===== src/rtl/uart_rx_cfg.sv =====
// Configurable UART receiver: DATA_BITS/PARITY_MODE/STOP_BITS, glitch-filtered start, parity/frame/break flags.
// Optional macro UART_RX_MAJORITY_EN: 2-of-3 majority vote at every sample point (needs CLKS_PER_BIT >= 8).
`timescale 1ns/1ps
module uart_rx_cfg #(
    parameter int CLKS_PER_BIT = 87,
    parameter int DATA_BITS    = 8,
    parameter int PARITY_MODE  = 0,
    parameter int STOP_BITS    = 1
) (
    input  logic                 i_Clock,
    input  logic                 i_Rst_n,
    input  logic                 i_Rx_Serial,
    output logic                 o_Rx_DV,
    output logic [DATA_BITS-1:0] o_Rx_Byte,
    output logic                 o_Parity_Err,
    output logic                 o_Frame_Err,
    output logic                 o_Break,
    output logic                 o_Rx_Active
);

`ifdef UART_RX_MAJORITY_EN
    localparam int MIN_CLKS = 8;
`else
    localparam int MIN_CLKS = 4;
`endif
    localparam int CNT_W = $clog2(CLKS_PER_BIT);
    localparam int IDX_W = $clog2(DATA_BITS);
    localparam logic [CNT_W-1:0] BIT_LAST = CNT_W'(CLKS_PER_BIT - 1);
    localparam logic [CNT_W-1:0] HALF_PT  = CNT_W'((CLKS_PER_BIT - 1) / 2);
    localparam logic [IDX_W-1:0] IDX_LAST = IDX_W'(DATA_BITS - 1);
    localparam logic             STOP_LAST = 1'(STOP_BITS - 1);
    localparam logic             ODD_MODE  = (PARITY_MODE == 1) ? 1'b1 : 1'b0;

    if (CLKS_PER_BIT < MIN_CLKS || DATA_BITS < 5 || DATA_BITS > 9 ||
        PARITY_MODE < 0 || PARITY_MODE > 2 || STOP_BITS < 1 || STOP_BITS > 2) begin : g_bad_param
        $error("uart_rx_cfg: unsupported parameter combination");
    end

    typedef enum logic [2:0] {
        S_IDLE      = 3'd0,
        S_START     = 3'd1,
        S_DATA      = 3'd2,
        S_PARITY    = 3'd3,
        S_STOP      = 3'd4,
        S_CLEANUP   = 3'd5,
        S_WAIT_HIGH = 3'd6
    } state_t;

    // True when the received word plus parity bit violates the configured parity sense.
    function automatic logic parity_bad(input logic [DATA_BITS-1:0] d, input logic p);
        return ((^d) ^ p) != ODD_MODE;
    endfunction

    state_t                 state_r;
    state_t                 next_state_s;
    logic                   rx_meta_r;
    logic                   rx_sync_r;
    logic                   rx_s;
    logic                   sample_s;
    logic [CNT_W-1:0]       clk_cnt_r;
    logic [IDX_W-1:0]       bit_idx_r;
    logic                   stop_idx_r;
    logic [DATA_BITS-1:0]   data_r;
    logic                   par_bit_r;
    logic                   par_err_r;
    logic                   frame_err_r;
    logic                   stop_low_r;
    logic                   bit_tick_s;
    logic                   half_tick_s;
    logic                   done_s;

    // Two-flop synchroniser for the asynchronous line, idle high.
    always_ff @(posedge i_Clock) begin
        if (!i_Rst_n) begin
            rx_meta_r <= 1'b1;
            rx_sync_r <= 1'b1;
        end else begin
            rx_meta_r <= i_Rx_Serial;
            rx_sync_r <= rx_meta_r;
        end
    end

    assign rx_s = rx_sync_r;

`ifdef UART_RX_MAJORITY_EN
    // Majority of three one-bit samples.
    function automatic logic majority3(input logic a, input logic b, input logic c);
        return (a & b) | (a & c) | (b & c);
    endfunction

    // hist_r[1] holds rx_s from count T-2, hist_r[0] from T-1; rx_s itself is the T sample.
    logic [1:0] hist_r;

    // Sample history for the majority vote.
    always_ff @(posedge i_Clock) begin
        if (!i_Rst_n) begin
            hist_r <= 2'b11;
        end else begin
            hist_r <= {hist_r[0], rx_s};
        end
    end

    assign sample_s = majority3(hist_r[1], hist_r[0], rx_s);
`else
    assign sample_s = rx_s;
`endif

    assign bit_tick_s  = (clk_cnt_r == BIT_LAST);
    assign half_tick_s = (clk_cnt_r == HALF_PT);
    assign done_s      = (state_r == S_STOP) && bit_tick_s && (stop_idx_r == STOP_LAST);

    // Frame-sequencing next-state logic.
    always_comb begin
        next_state_s = state_r;
        case (state_r)
            S_IDLE: begin
                if (!rx_s) next_state_s = S_START;
                else       next_state_s = S_IDLE;
            end
            S_START: begin
                if (half_tick_s) next_state_s = sample_s ? S_IDLE : S_DATA;
                else             next_state_s = S_START;
            end
            S_DATA: begin
                if (bit_tick_s && (bit_idx_r == IDX_LAST))
                    next_state_s = (PARITY_MODE != 0) ? S_PARITY : S_STOP;
                else
                    next_state_s = S_DATA;
            end
            S_PARITY: begin
                if (bit_tick_s) next_state_s = S_STOP;
                else            next_state_s = S_PARITY;
            end
            S_STOP: begin
                if (done_s) next_state_s = S_CLEANUP;
                else        next_state_s = S_STOP;
            end
            S_CLEANUP: begin
                if (!rx_s) next_state_s = S_WAIT_HIGH;
                else       next_state_s = S_IDLE;
            end
            S_WAIT_HIGH: begin
                if (rx_s) next_state_s = S_IDLE;
                else      next_state_s = S_WAIT_HIGH;
            end
            default: next_state_s = S_IDLE;
        endcase
    end

    // FSM state register.
    always_ff @(posedge i_Clock) begin
        if (!i_Rst_n) state_r <= S_IDLE;
        else          state_r <= next_state_s;
    end

    // Bit timing, data capture and per-frame error accumulation.
    always_ff @(posedge i_Clock) begin
        if (!i_Rst_n) begin
            clk_cnt_r   <= {CNT_W{1'b0}};
            bit_idx_r   <= {IDX_W{1'b0}};
            stop_idx_r  <= 1'b0;
            data_r      <= {DATA_BITS{1'b0}};
            par_bit_r   <= 1'b0;
            par_err_r   <= 1'b0;
            frame_err_r <= 1'b0;
            stop_low_r  <= 1'b1;
        end else begin
            // Explicit wrap: CLKS_PER_BIT need not be a power of two.
            if ((next_state_s != state_r) || bit_tick_s) clk_cnt_r <= {CNT_W{1'b0}};
            else                                         clk_cnt_r <= clk_cnt_r + CNT_W'(1);
            case (state_r)
                S_START: begin
                    bit_idx_r   <= {IDX_W{1'b0}};
                    stop_idx_r  <= 1'b0;
                    par_bit_r   <= 1'b0;
                    par_err_r   <= 1'b0;
                    frame_err_r <= 1'b0;
                    stop_low_r  <= 1'b1;
                end
                S_DATA: begin
                    if (bit_tick_s) begin
                        data_r[bit_idx_r] <= sample_s;
                        bit_idx_r         <= bit_idx_r + IDX_W'(1);
                    end
                end
                S_PARITY: begin
                    if (bit_tick_s) begin
                        par_bit_r <= sample_s;
                        par_err_r <= parity_bad(data_r, sample_s);
                    end
                end
                S_STOP: begin
                    if (bit_tick_s) begin
                        stop_idx_r  <= stop_idx_r + 1'b1;
                        frame_err_r <= frame_err_r | ~sample_s;
                        stop_low_r  <= stop_low_r & ~sample_s;
                    end
                end
                default: begin
                end
            endcase
        end
    end

    // Registered outputs; the final stop sample folds straight into the flags.
    always_ff @(posedge i_Clock) begin
        if (!i_Rst_n) begin
            o_Rx_DV      <= 1'b0;
            o_Rx_Byte    <= {DATA_BITS{1'b0}};
            o_Parity_Err <= 1'b0;
            o_Frame_Err  <= 1'b0;
            o_Break      <= 1'b0;
            o_Rx_Active  <= 1'b0;
        end else begin
            o_Rx_Active <= (next_state_s != S_IDLE);
            if (done_s) begin
                o_Rx_DV      <= 1'b1;
                o_Rx_Byte    <= data_r;
                o_Parity_Err <= par_err_r;
                o_Frame_Err  <= frame_err_r | ~sample_s;
                o_Break      <= (data_r == {DATA_BITS{1'b0}}) && !par_bit_r && stop_low_r && !sample_s;
            end else begin
                o_Rx_DV      <= 1'b0;
                o_Parity_Err <= 1'b0;
                o_Frame_Err  <= 1'b0;
                o_Break      <= 1'b0;
            end
        end
    end

endmodule

===== config.mk =====
export PLATFORM = sky130hd
export DESIGN_NAME = uart_rx_cfg
export DESIGN_NICKNAME = d
export VERILOG_FILES = /design/src/rtl/uart_rx_cfg.sv
export SDC_FILE = /design/constraint.sdc
export NUM_CORES = 1
export LEC_CHECK = 0
export ABC_CLOCK_PERIOD_IN_PS = 1800
export CAP_MARGIN = 20
export CELL_PAD_IN_SITES_DETAIL_PLACEMENT = 0
export CELL_PAD_IN_SITES_GLOBAL_PLACEMENT = 2
export CORE_ASPECT_RATIO = 1.2
export CORE_MARGIN = 5
export CORE_UTILIZATION = 32
export CTS_BUF_LIST = sky130_fd_sc_hd__clkbuf_4 sky130_fd_sc_hd__clkbuf_8 sky130_fd_sc_hd__clkbuf_16
export DETAILED_ROUTE_END_ITERATION = 10
export PLACE_DENSITY = 0.78
export SLEW_MARGIN = 20
export SYNTH_ARGS = -nofsm -noshare
export SYNTH_HDL_FRONTEND = slang
export SYNTH_SLANG_ARGS = --single-unit
export TNS_END_PERCENT = 30

===== constraint.sdc =====
create_clock -name i_Clock -period 1.8 [get_ports i_Clock]
set_clock_uncertainty 0.1 [all_clocks]
set_input_delay 0.27 -clock i_Clock [delete_from_list [all_inputs] [get_ports i_Clock]]
set_output_delay 0.27 -clock i_Clock [all_outputs]
set_load 0.02 [all_outputs]

# Word level (Yosys, flattened, before mapping)
# Cells that the tools add are included.
[word_totals]
ff_bits = 41
latch_bits = 0
mem_bits_rw = 0
mem_bits_ro = 0
output_inout_bits = 13
elab_cells = 89
memories = 0
[classes]
n_addsub = 3
mul = 0
div = 0
magnitude_cmp = 2
n_eq_ne = 13
shifts = 0
mux = 24
bitwise = 6
n_reduce_logical = 24
[ops]
columns = ["op", "n"]
rows = [
  ["$pmux W3 S6", 1],
  ["$eq A3 B3 Y1 const B", 4],
  ["$mux W3", 4],
  ["$pmux W1 S2", 5],
  ["$reduce_and A2 Y1", 5],
  ["$mux W1", 9],
  ["$bwmux W8", 1],
  ["$logic_not A8 Y1", 1],
  ["$reduce_xor A8 Y1", 1],
  ["$add A7 B1 Y7 const B", 1],
  ["$eq A7 B6 Y1 const B", 1],
  ["$eq A7 B7 Y1 const B", 1],
  ["$logic_and A1 B1 Y1", 7],
  ["$eq A3 B2 Y1 const B", 2],
  ["$ne A2 B2 Y1 const B", 3],
  ["$pmux W3 S2", 1],
  ["$reduce_bool A2 Y1", 3],
  ["$lt A3 B4 Y1 const B", 1],
  ["$mux W2", 2],
  ["$reduce_or A2 Y1", 2],
  ["$add A3 B1 Y3 const B", 1],
  ["$demux W1 S3", 1],
  ["$eq A3 B1 Y1 const B", 1],
  ["$ge A3 B1 Y1 const B", 1],
  ["other kinds (10)", 13],
]

# Longest topological paths before layout
# Gate-level depths: netlist of the first run.
[logic_depth]
ltp_word = 8
depth_mapped = 7

# Least setup slack after synthesis of the first run
# OpenSTA, ideal clock, no wires.
[synth_path]
path_type = "flip-flop to flip-flop"
from = "register clk_cnt_r[0]"
to = "register clk_cnt_r[5]"
arrival_time_ns = 1.525
required_time_ns = 1.630
setup_slack_ns = 0.105
path_stages_with_launch = 7
cell_sequence = "dfxtp_1 > inv_1 > ha_1 > and4bb_2 > a221oi_2 > o21ai_0 > a21oi_1"
[synth_between]
elab_chain_cells = 8
elab_cells_between_ends = 14
[synth_rtl]
columns = ["item", "line_no", "rtl"]
rows = [
  ["start: declaration", "60", "logic [CNT_W-1:0] clk_cnt_r;"],
  ["start signal: assignment", "159", "clk_cnt_r <= {CNT_W{1'b0}};"],
  ["start signal: assignment", "169", "if ((next_state_s != state_r) || bit_tick_s) clk_cnt_r <= {CNT_W{1'b0}};"],
  ["start signal: assignment", "170", "else clk_cnt_r <= clk_cnt_r + CNT_W'(1);"],
  ["$eq A7 B7 Y1", "108", "assign bit_tick_s = (clk_cnt_r == BIT_LAST);"],
  ["$logic_and A1 B1 Y1 (2 in a row)", "110", "assign done_s = (state_r == S_STOP) && bit_tick_s && (stop_idx_r == STOP_LAST);"],
  ["$mux W1", "135", "if (done_s) next_state_s = S_CLEANUP;"],
  ["$pmux W3 S6", "115", "case (state_r)"],
  ["$ne A3 B3 Y1", "169", ""],
  ["$logic_or A1 B1 Y1", "169", ""],
  ["$reduce_or A2 Y1 (no source line)", "--", ""],
]
# Parallel ways exist; a longest one is shown, timed or not.
# A chain may end at the register's enable or synchronous reset.

# Worst setup path in the final report of the first run
[layout_path]
from = "register clk_cnt_r[0]"
to = "register o_Rx_Active"
[layout_between]
elab_chain_cells = 6
elab_cells_between_ends = 11
[layout_rtl]
columns = ["item", "line_no", "rtl"]
rows = [
  ["$eq A7 B7 Y1", "108", ""],
  ["$logic_and A1 B1 Y1 (2 in a row)", "110", ""],
  ["$mux W1", "135", ""],
  ["$pmux W3 S6 *", "115", ""],
  ["$reduce_bool A3 Y1 *", "215", "o_Rx_Active <= (next_state_s != S_IDLE);"],
  ["end signal: assignment", "215", ""],
  ["end: declaration", "18", "output logic o_Rx_Active"],
]
# Every way passes the cells marked *; elsewhere a longest branch is shown, timed or not.

==> results of run 1 <==
## cells in the final DEF, fill, tap and decap left out, drive strengths merged, types with 7 or more instances in the layout
cell,instances
inv,14
nand3,7
mux2i,16
dfxtp,41
o21ai,11
nand2,27
nor2,19
ha,8
a21oi,14
buf,25
clkdlybuf4s50,15
nor3,7
## cell type report
cell class / count / area (sq um) / area share [%]
Multi-Input combinational cell: 161 / 1120 / 43.6
Sequential cell: 41 / 822 / 32.1
Timing Repair Buffer: 40 / 345 / 13.5
Tap cell: 82 / 103 / 4.00
Clock buffer: 6 / 82.6 / 3.22
Inverter: 15 / 56.3 / 2.20
Clock inverter: 2 / 37.5 / 1.46
## flip-flops by register name, indices dropped and copies added, names as in the netlist, 3 cells and up
register   flops
bit_idx_r      3
clk_cnt_r      7
data_r         8
o_Rx_Byte      8
state_r        3
## logic make-up (layout without fill, tap and decap cells)
logic type               Yosys count  after routing  share of synthesized area (%)
XOR/XNOR                           8              8                           3.51
adder cells (fa/ha/maj)            9              9                           5.58
AO/OA/AOI/OAI                     40             40                           12.5
buffers and inverters             26             63                           5.39
flip-flops                        41             41                           41.1
AND/OR/NAND/NOR                   88             88                           23.9
multiplexers                      16             16                           8.02
## layer usage
layer | vias up | routed length [microns] | share of wire (%)
met2 | 14 | 2320 | 50
met5 | - | 0 | 0
met4 | 0 | 64 | 1.4
met3 | 7 | 103 | 2.2
met1 | 787 | 2190 | 47
li1 | 863 | - | -
## worst paths after layout
| kind | cells after the start | endpoint | slack [ns] |
|---|---|---|---|
| worst max register to register | 6 | o_Rx_Active | 0.06 |
| worst min register to register | 1 | rx_s | 0.31 |
| worst max-delay path | 6 | o_Rx_Active | 0.06 |
| worst min-delay path | 1 | rx_s | 0.31 |
## timing repair
action | 4_1_cts | 5_1_grt
gates resized for setup | 3 | 10
setup buffers | 0 | 2
pin swaps | 0 | 3
hold endpoints to repair | 0 | 0
cloned | 0 | 0
setup endpoints to repair | 16 | 17
## through the flow
step / area, sq um / worst slack, ns / TNS, ns / hold WS (ns) / power [uW]
finish: 2560 / 0.0593 / 0 / 0.312 / 1820
global route: 2560 / -0.0321 / -0.0398 / 0.340 / 1900
CTS: 2500 / -0.0265 / -0.0265 / 0.317 / 1840
detailed placement: 2370 / -0.0361 / -0.235 / 0.298 / 1050
global placement: 2370 / 0.00985 / 0 / 0.292 / 1050
floorplan: 2000 / 0.105 / 0 / 0.271 / 1000
## power groups by stage
| stage | Combinational, uW | Clock [uW] | Sequential (uW) |
|---|---|---|---|
| finish | 115 | 777 | 923 |
| global route | 128 | 850 | 925 |
| floorplan | 56.7 | 0 | 946 |
| detailed placement | 108 | 0 | 943 |
| global placement | 108 | 0 | 943 |
| CTS | 110 | 803 | 922 |
## Yosys cell counts (2+ instances only)
cell type | n | share of area, %
xor2_1 | 2 | 0.88
dfxtp_1 | 41 | 41
ha_1 | 8 | 5.0
nand2b_1 | 5 | 1.6
nor2_1 | 19 | 3.6
nand2_1 | 27 | 5.1
nor2b_1 | 2 | 0.63
or3_1 | 2 | 0.63
clkbuf_1 | 7 | 1.3
a31oi_1 | 3 | 0.94
and3_1 | 3 | 0.94
nand3_1 | 7 | 1.8
a21boi_0 | 2 | 0.75
xnor2_1 | 6 | 2.6
nand4b_1 | 2 | 0.88
buf_2 | 2 | 0.50
o21ai_0 | 10 | 2.5
nand4_1 | 3 | 0.94
mux2i_1 | 16 | 8.0
nor3_1 | 6 | 1.5
a21oi_1 | 14 | 3.5
nor3b_1 | 3 | 1.1
inv_1 | 14 | 2.6
o21a_1 | 3 | 1.1
a32oi_1 | 2 | 0.88
nor4_1 | 2 | 0.63
a41oi_1 | 2 | 0.88
## worst register-to-register path: stages, from the launching register on
cell      delay (ns)
dfxtp_1         0.32
inv_2           0.08
ha_4            0.15
and4bb_4        0.28
a41oi_2         0.14
or3_4           0.43
a41oi_2         0.17
==> results.py, run 1 <==
metrics = {
    "outcome": {
        "run_status": "completed",
    },
    "grt": {
        "global_route.usage.met1_pct": 15.7,
        "top_usage_layer": "met2",
        "antenna_found_initial": 0,
        "overflow": 0,
        "grt_max_degree": 19,
        "grt_pass1_wl_mm": 8.00,
        "track_usage_pct": 13.2,
        "grt_pass1_vias": 1688,
        "grt.met3_usage_pct": 2.78,
        "use_met2_pct": 23.0,
    },
    "sta": {
        "worst_pin_slew_ns": 0.451,
        "hold_viol": 0,
        "period_share_pct": 96.7,
        "period_needed_ns": 1.74,
        "timing.slew.headroom_pct": 69.9,
        "setup_viol": 0,
        "maxSlewViolCount": 0,
        "clock.fmax_mhz": 574,
    },
    "routing": {
        "wl_per_cell_microns": 13.5,
        "vias_per_cell": 4.82,
        "drt_wl_total_mm": 4.67,
        "drc_errors": 0,
        "drt-pass1-iter-count": 4,
        "ant_nets": 0,
        "num_vias": 1671,
        "drtIter0Drc": 78,
    },
    "synthesis": {
        "async_flop_share_pct": 0,
        "synth_seq_cells": 41,
        "synth_edf_count": 0,
        "postSynthAreaPerCell_sq_um": 8.75,
        "synthCells": 228,
        "synth_warnings": 0,
        "synth_sequential_area_ratio_pct": 41.1,
        "synthFlopType": "dfxtp_1",
        "synth_nets": 239,
        "netlist_area_sq_mm": 0.00200,
        "synth_cell_type_count": 42,
    },
    "critical_path": {
        "regToRegStartpoint": "clk_cnt_r[0]",
        "crit_type": "flip-flop to flip-flop",
        "cpMostUsedCell": "a41oi_2",
        "crit_family": "simple AND/OR/NAND/NOR gates",
        "crit_buf_inv": 1,
        "slowest_stage": "or3_4",
        "crit_chain": "inv_2 -> ha_4 -> and4bb_4 -> a41oi_2 -> or3_4 -> a41oi_2",
        "end_kind": "flip-flop",
        "worstSetupStartpoint": "clk_cnt_r[0]",
        "cp.arrival_ns": 1.86,
        "start_kind": "flip-flop",
        "slowest_delay_ns": 0.43,
        "cp_max_fo": 5,
        "worstPathRequired_ns": 1.92,
    },
    "clock_tree": {
        "clk_latency_ns": 0.29,
        "clkSlewWorstSetupHoldPaths_ns": 0.08,
        "postCtsHoldBufs": 0,
        "ctsHtreeMaxLevel": 2,
        "clock_path_buffers": 2,
        "numCtsBuffers": 5,
        "clock_sinks": 41,
        "cts-root-buf": "clkbuf_8",
        "cts_tree": "done",
    },
    "cells_and_area": {
        "layout.nets": 275,
        "fill_cells": 655,
        "stdcell_count": 347,
        "antenna_cells": 0,
        "area_growth_pct": 28.4,
        "drive_gt1_share_pct": 18.1,
        "fin_util_pct": 42.3,
    },
    "die": {
        "core.rowCount": 31,
        "core_area_sq_mm": 0.00605,
        "start_util_pct": 33.0,
        "pin_count": 16,
        "die_h_microns": 96.5,
        "dieArea_sq_mm": 0.00792,
        "die_w_microns": 82.1,
    },
    "power": {
        "vdd_drop_max_v": 0.000358,
        "p_sw_share_pct": 21.9,
        "internal_power_uw": 1420,
        "clkPwrFrac_pct": 42.8,
        "comb_power_share_pct": 6.3,
        "leakage_uw": 0.000970,
        "p_per_area_mw_per_mm2": 708,
        "p_sw_uw": 398,
        "p_seq_share_pct": 50.8,
    },
    "hold_path": {
        "hold_class": "flip-flop to flip-flop",
        "hp-start": "rx_meta_r",
    },
    "placed_design": {
        "place_congestion": 0.749,
        "detailed_place_hpwl_mm": 3.39,
        "dp.cells": 337,
        "numPortBuffers": 15,
    },
    "job": {
        "drv_cap": 0,
    },
}
No activity file was read; power rests on OpenSTA's default activity.
==> run 2, diff against run 1 <==
--- a/constraint.sdc
+++ b/constraint.sdc
@@ -3,3 +3,3 @@
 set_input_delay 0.27 -clock i_Clock [delete_from_list [all_inputs] [get_ports i_Clock]]
 set_output_delay 0.27 -clock i_Clock [all_outputs]
-set_load 0.02 [all_outputs]
+set_load 0.05 [all_outputs]
==> run 2 against run 1 <==
Routed wire length increased by 1.9%. Combinational power grew 6%. Global-route usage hardly changed. Largest cell class unchanged. Sequential cell count is the same. Worst hold slack improved by 0.015 ns. Clock power shrank 18%. Sequential share of layout area is 0.99 points higher. Via count barely moved. Non-clock buffer count down 1. Worst setup slack lost 0.036 ns. Die area is the same. Critical path depth stayed put.
==> results.py, run 2 (synthesis results as in run 1) <==
metrics = {
    "outcome": {
        "run_status": "completed",
    },
    "die": {
        "core.rowCount": 31,
        "pin_count": 16,
        "core_area_sq_mm": 0.00605,
        "die_h_microns": 96.5,
        "dieArea_sq_mm": 0.00792,
        "start_util_pct": 33.0,
        "die_w_microns": 82.1,
    },
    "clock_tree": {
        "clk_latency_ns": 0.29,
        "clock_sinks": 41,
        "clkSlewWorstSetupHoldPaths_ns": 0.08,
        "numCtsBuffers": 5,
        "cts_tree": "done",
        "cts-root-buf": "clkbuf_8",
        "ctsHtreeMaxLevel": 2,
        "clock_path_buffers": 2,
    },
    "sta": {
        "maxSlewViolCount": 0,
        "clock.fmax_mhz": 563,
        "whs_ns": 0.327,
        "timing.slew.headroom_pct": 72.3,
        "worst_pin_slew_ns": 0.415,
        "period_needed_ns": 1.78,
        "setup_viol": 0,
        "rsz0062_at_grt": "yes",
        "period_share_pct": 98.7,
        "hold_viol": 0,
    },
    "routing": {
        "drt-pass1-iter-count": 4,
        "wl_per_cell_microns": 13.8,
        "ant_nets": 0,
        "num_vias": 1670,
        "drt_wl_total_mm": 4.76,
        "drc_errors": 0,
        "drtIter0Drc": 58,
        "vias_per_cell": 4.83,
    },
    "hold_path": {
        "whs_path_depth": 1,
        "hold_class": "flip-flop to flip-flop",
        "hp-start": "rx_meta_r",
    },
    "critical_path": {
        "worstPathRequired_ns": 1.92,
        "worstSetupStartpoint": "clk_cnt_r[0]",
        "crit_type": "flip-flop to flip-flop",
        "r2r_cells": 6,
        "cp.arrival_ns": 1.89,
        "start_kind": "flip-flop",
        "cp_max_fo": 5,
        "regToRegStartpoint": "clk_cnt_r[0]",
        "end_kind": "flip-flop",
    },
    "grt": {
        "track_usage_pct": 13.2,
        "grt.met3_usage_pct": 2.97,
        "grt_pass1_vias": 1652,
        "top_usage_layer": "met2",
        "overflow": 0,
        "grt_max_degree": 19,
        "antenna_found_initial": 0,
        "use_met2_pct": 23.7,
        "global_route.usage.met1_pct": 15.5,
        "grt_pass1_wl_mm": 7.91,
    },
    "placed_design": {
        "detailed_place_hpwl_mm": 3.49,
        "place_congestion": 0.734,
        "numPortBuffers": 15,
        "dp.cells": 337,
        "dpl_cell_area_sq_mm": 0.00234,
    },
    "cells_and_area": {
        "fin_util_pct": 41.1,
        "reg_top3": "data_r (8), o_Rx_Byte (8), clk_cnt_r (7)",
        "layout_commonest_cell": "dfxtp_1",
        "area_growth_pct": 24.8,
        "final_cell_mix": "dfxtp_1 (39), buf_4 (36), nand2_1 (27)",
        "layout.nets": 274,
        "stdcell_count": 346,
        "multiInputGateArea_sq_mm": 0.00111,
        "fill_cells": 628,
        "antenna_cells": 0,
        "drive_gt1_share_pct": 23.1,
        "final_area_sq_mm": 0.00249,
        "seqCellArea_sq_um": 823,
    },
    "power": {
        "leakage_uw": 0.000986,
        "p_per_area_mw_per_mm2": 676,
        "vdd_drop_max_v": 0.000319,
    },
    "job": {
        "drv_cap": 0,
    },
}
## run 2: changes by cell type in the layout (fill, tap and decap cells not counted), sizes merged
cell,change
clkdlybuf4s50,-13
bufinv,-1
clkinv,+2
buf,+12
clkinvlp,-1
## run 2: repair_timing
action                     in CTS  in global routing
setup endpoints to repair      16                 28
resized for setup               3                  9
setup buffers                   1                  0
hold buffers                    0                  0
pin swaps                       1                  5
## run 2: layout make-up
cell class              instances  share of cell area [%]
well taps                      82                    4.12
inverters                      15                    2.26
repair buffers                 39                    12.1
flip-flops and latches         41                    33.1
clock buffers                   6                    3.32
multi-input cells             161                    44.6
clock inverters                 2                   0.553
## run 2: critical path, cell delays in order (launching register included)
cell,delay (ns)
dfxtp_2,0.33
inv_2,0.07
ha_4,0.14
and4bb_2,0.31
a41oi_2,0.14
or3_4,0.43
a41oi_2,0.19
## run 2: report_power, final
group	internal (uW)	switching, uW	leakage (uW)
combinational	51.2	70.8	0.000602
sequential	918	7.14	0.000332
clock	311	326	0.0000512
total	1280	403	0.000986
## run 2: layer usage
layer | vias up | share of wire (%)
met5 | - | 0
met1 | 792 | 46
met4 | 0 | 1.1
met3 | 5 | 2.1
li1 | 862 | -
met2 | 11 | 51
## run 2: path summary, 6_finish.rpt
| check | end | slack [ns] |
|---|---|---|
| setup reg to reg | o_Rx_Active | 0.02 |
| hold reg to reg | rx_s | 0.33 |
| hold / removal | rx_s | 0.33 |
| setup / recovery | o_Rx_Active | 0.02 |
## run 2: through the flow
step | setup TNS, ns | total power, uW | setup slack (ns)
after global routing | -0.0318 | 1770 | -0.0283
final | 0 | 1680 | 0.0230
after global placement | 0 | 1050 | 0.00905
after floorplan | 0 | 1010 | 0.105
after CTS | -0.130 | 1700 | -0.0218
after detailed placement | -0.208 | 1050 | -0.0221
==> run 3, diff against run 2 <==
Settings changed: SLEW_MARGIN 20 to unset.
==> results of run 3 <==
No change in the layout: final DEF, timing and power equal those of run 2.
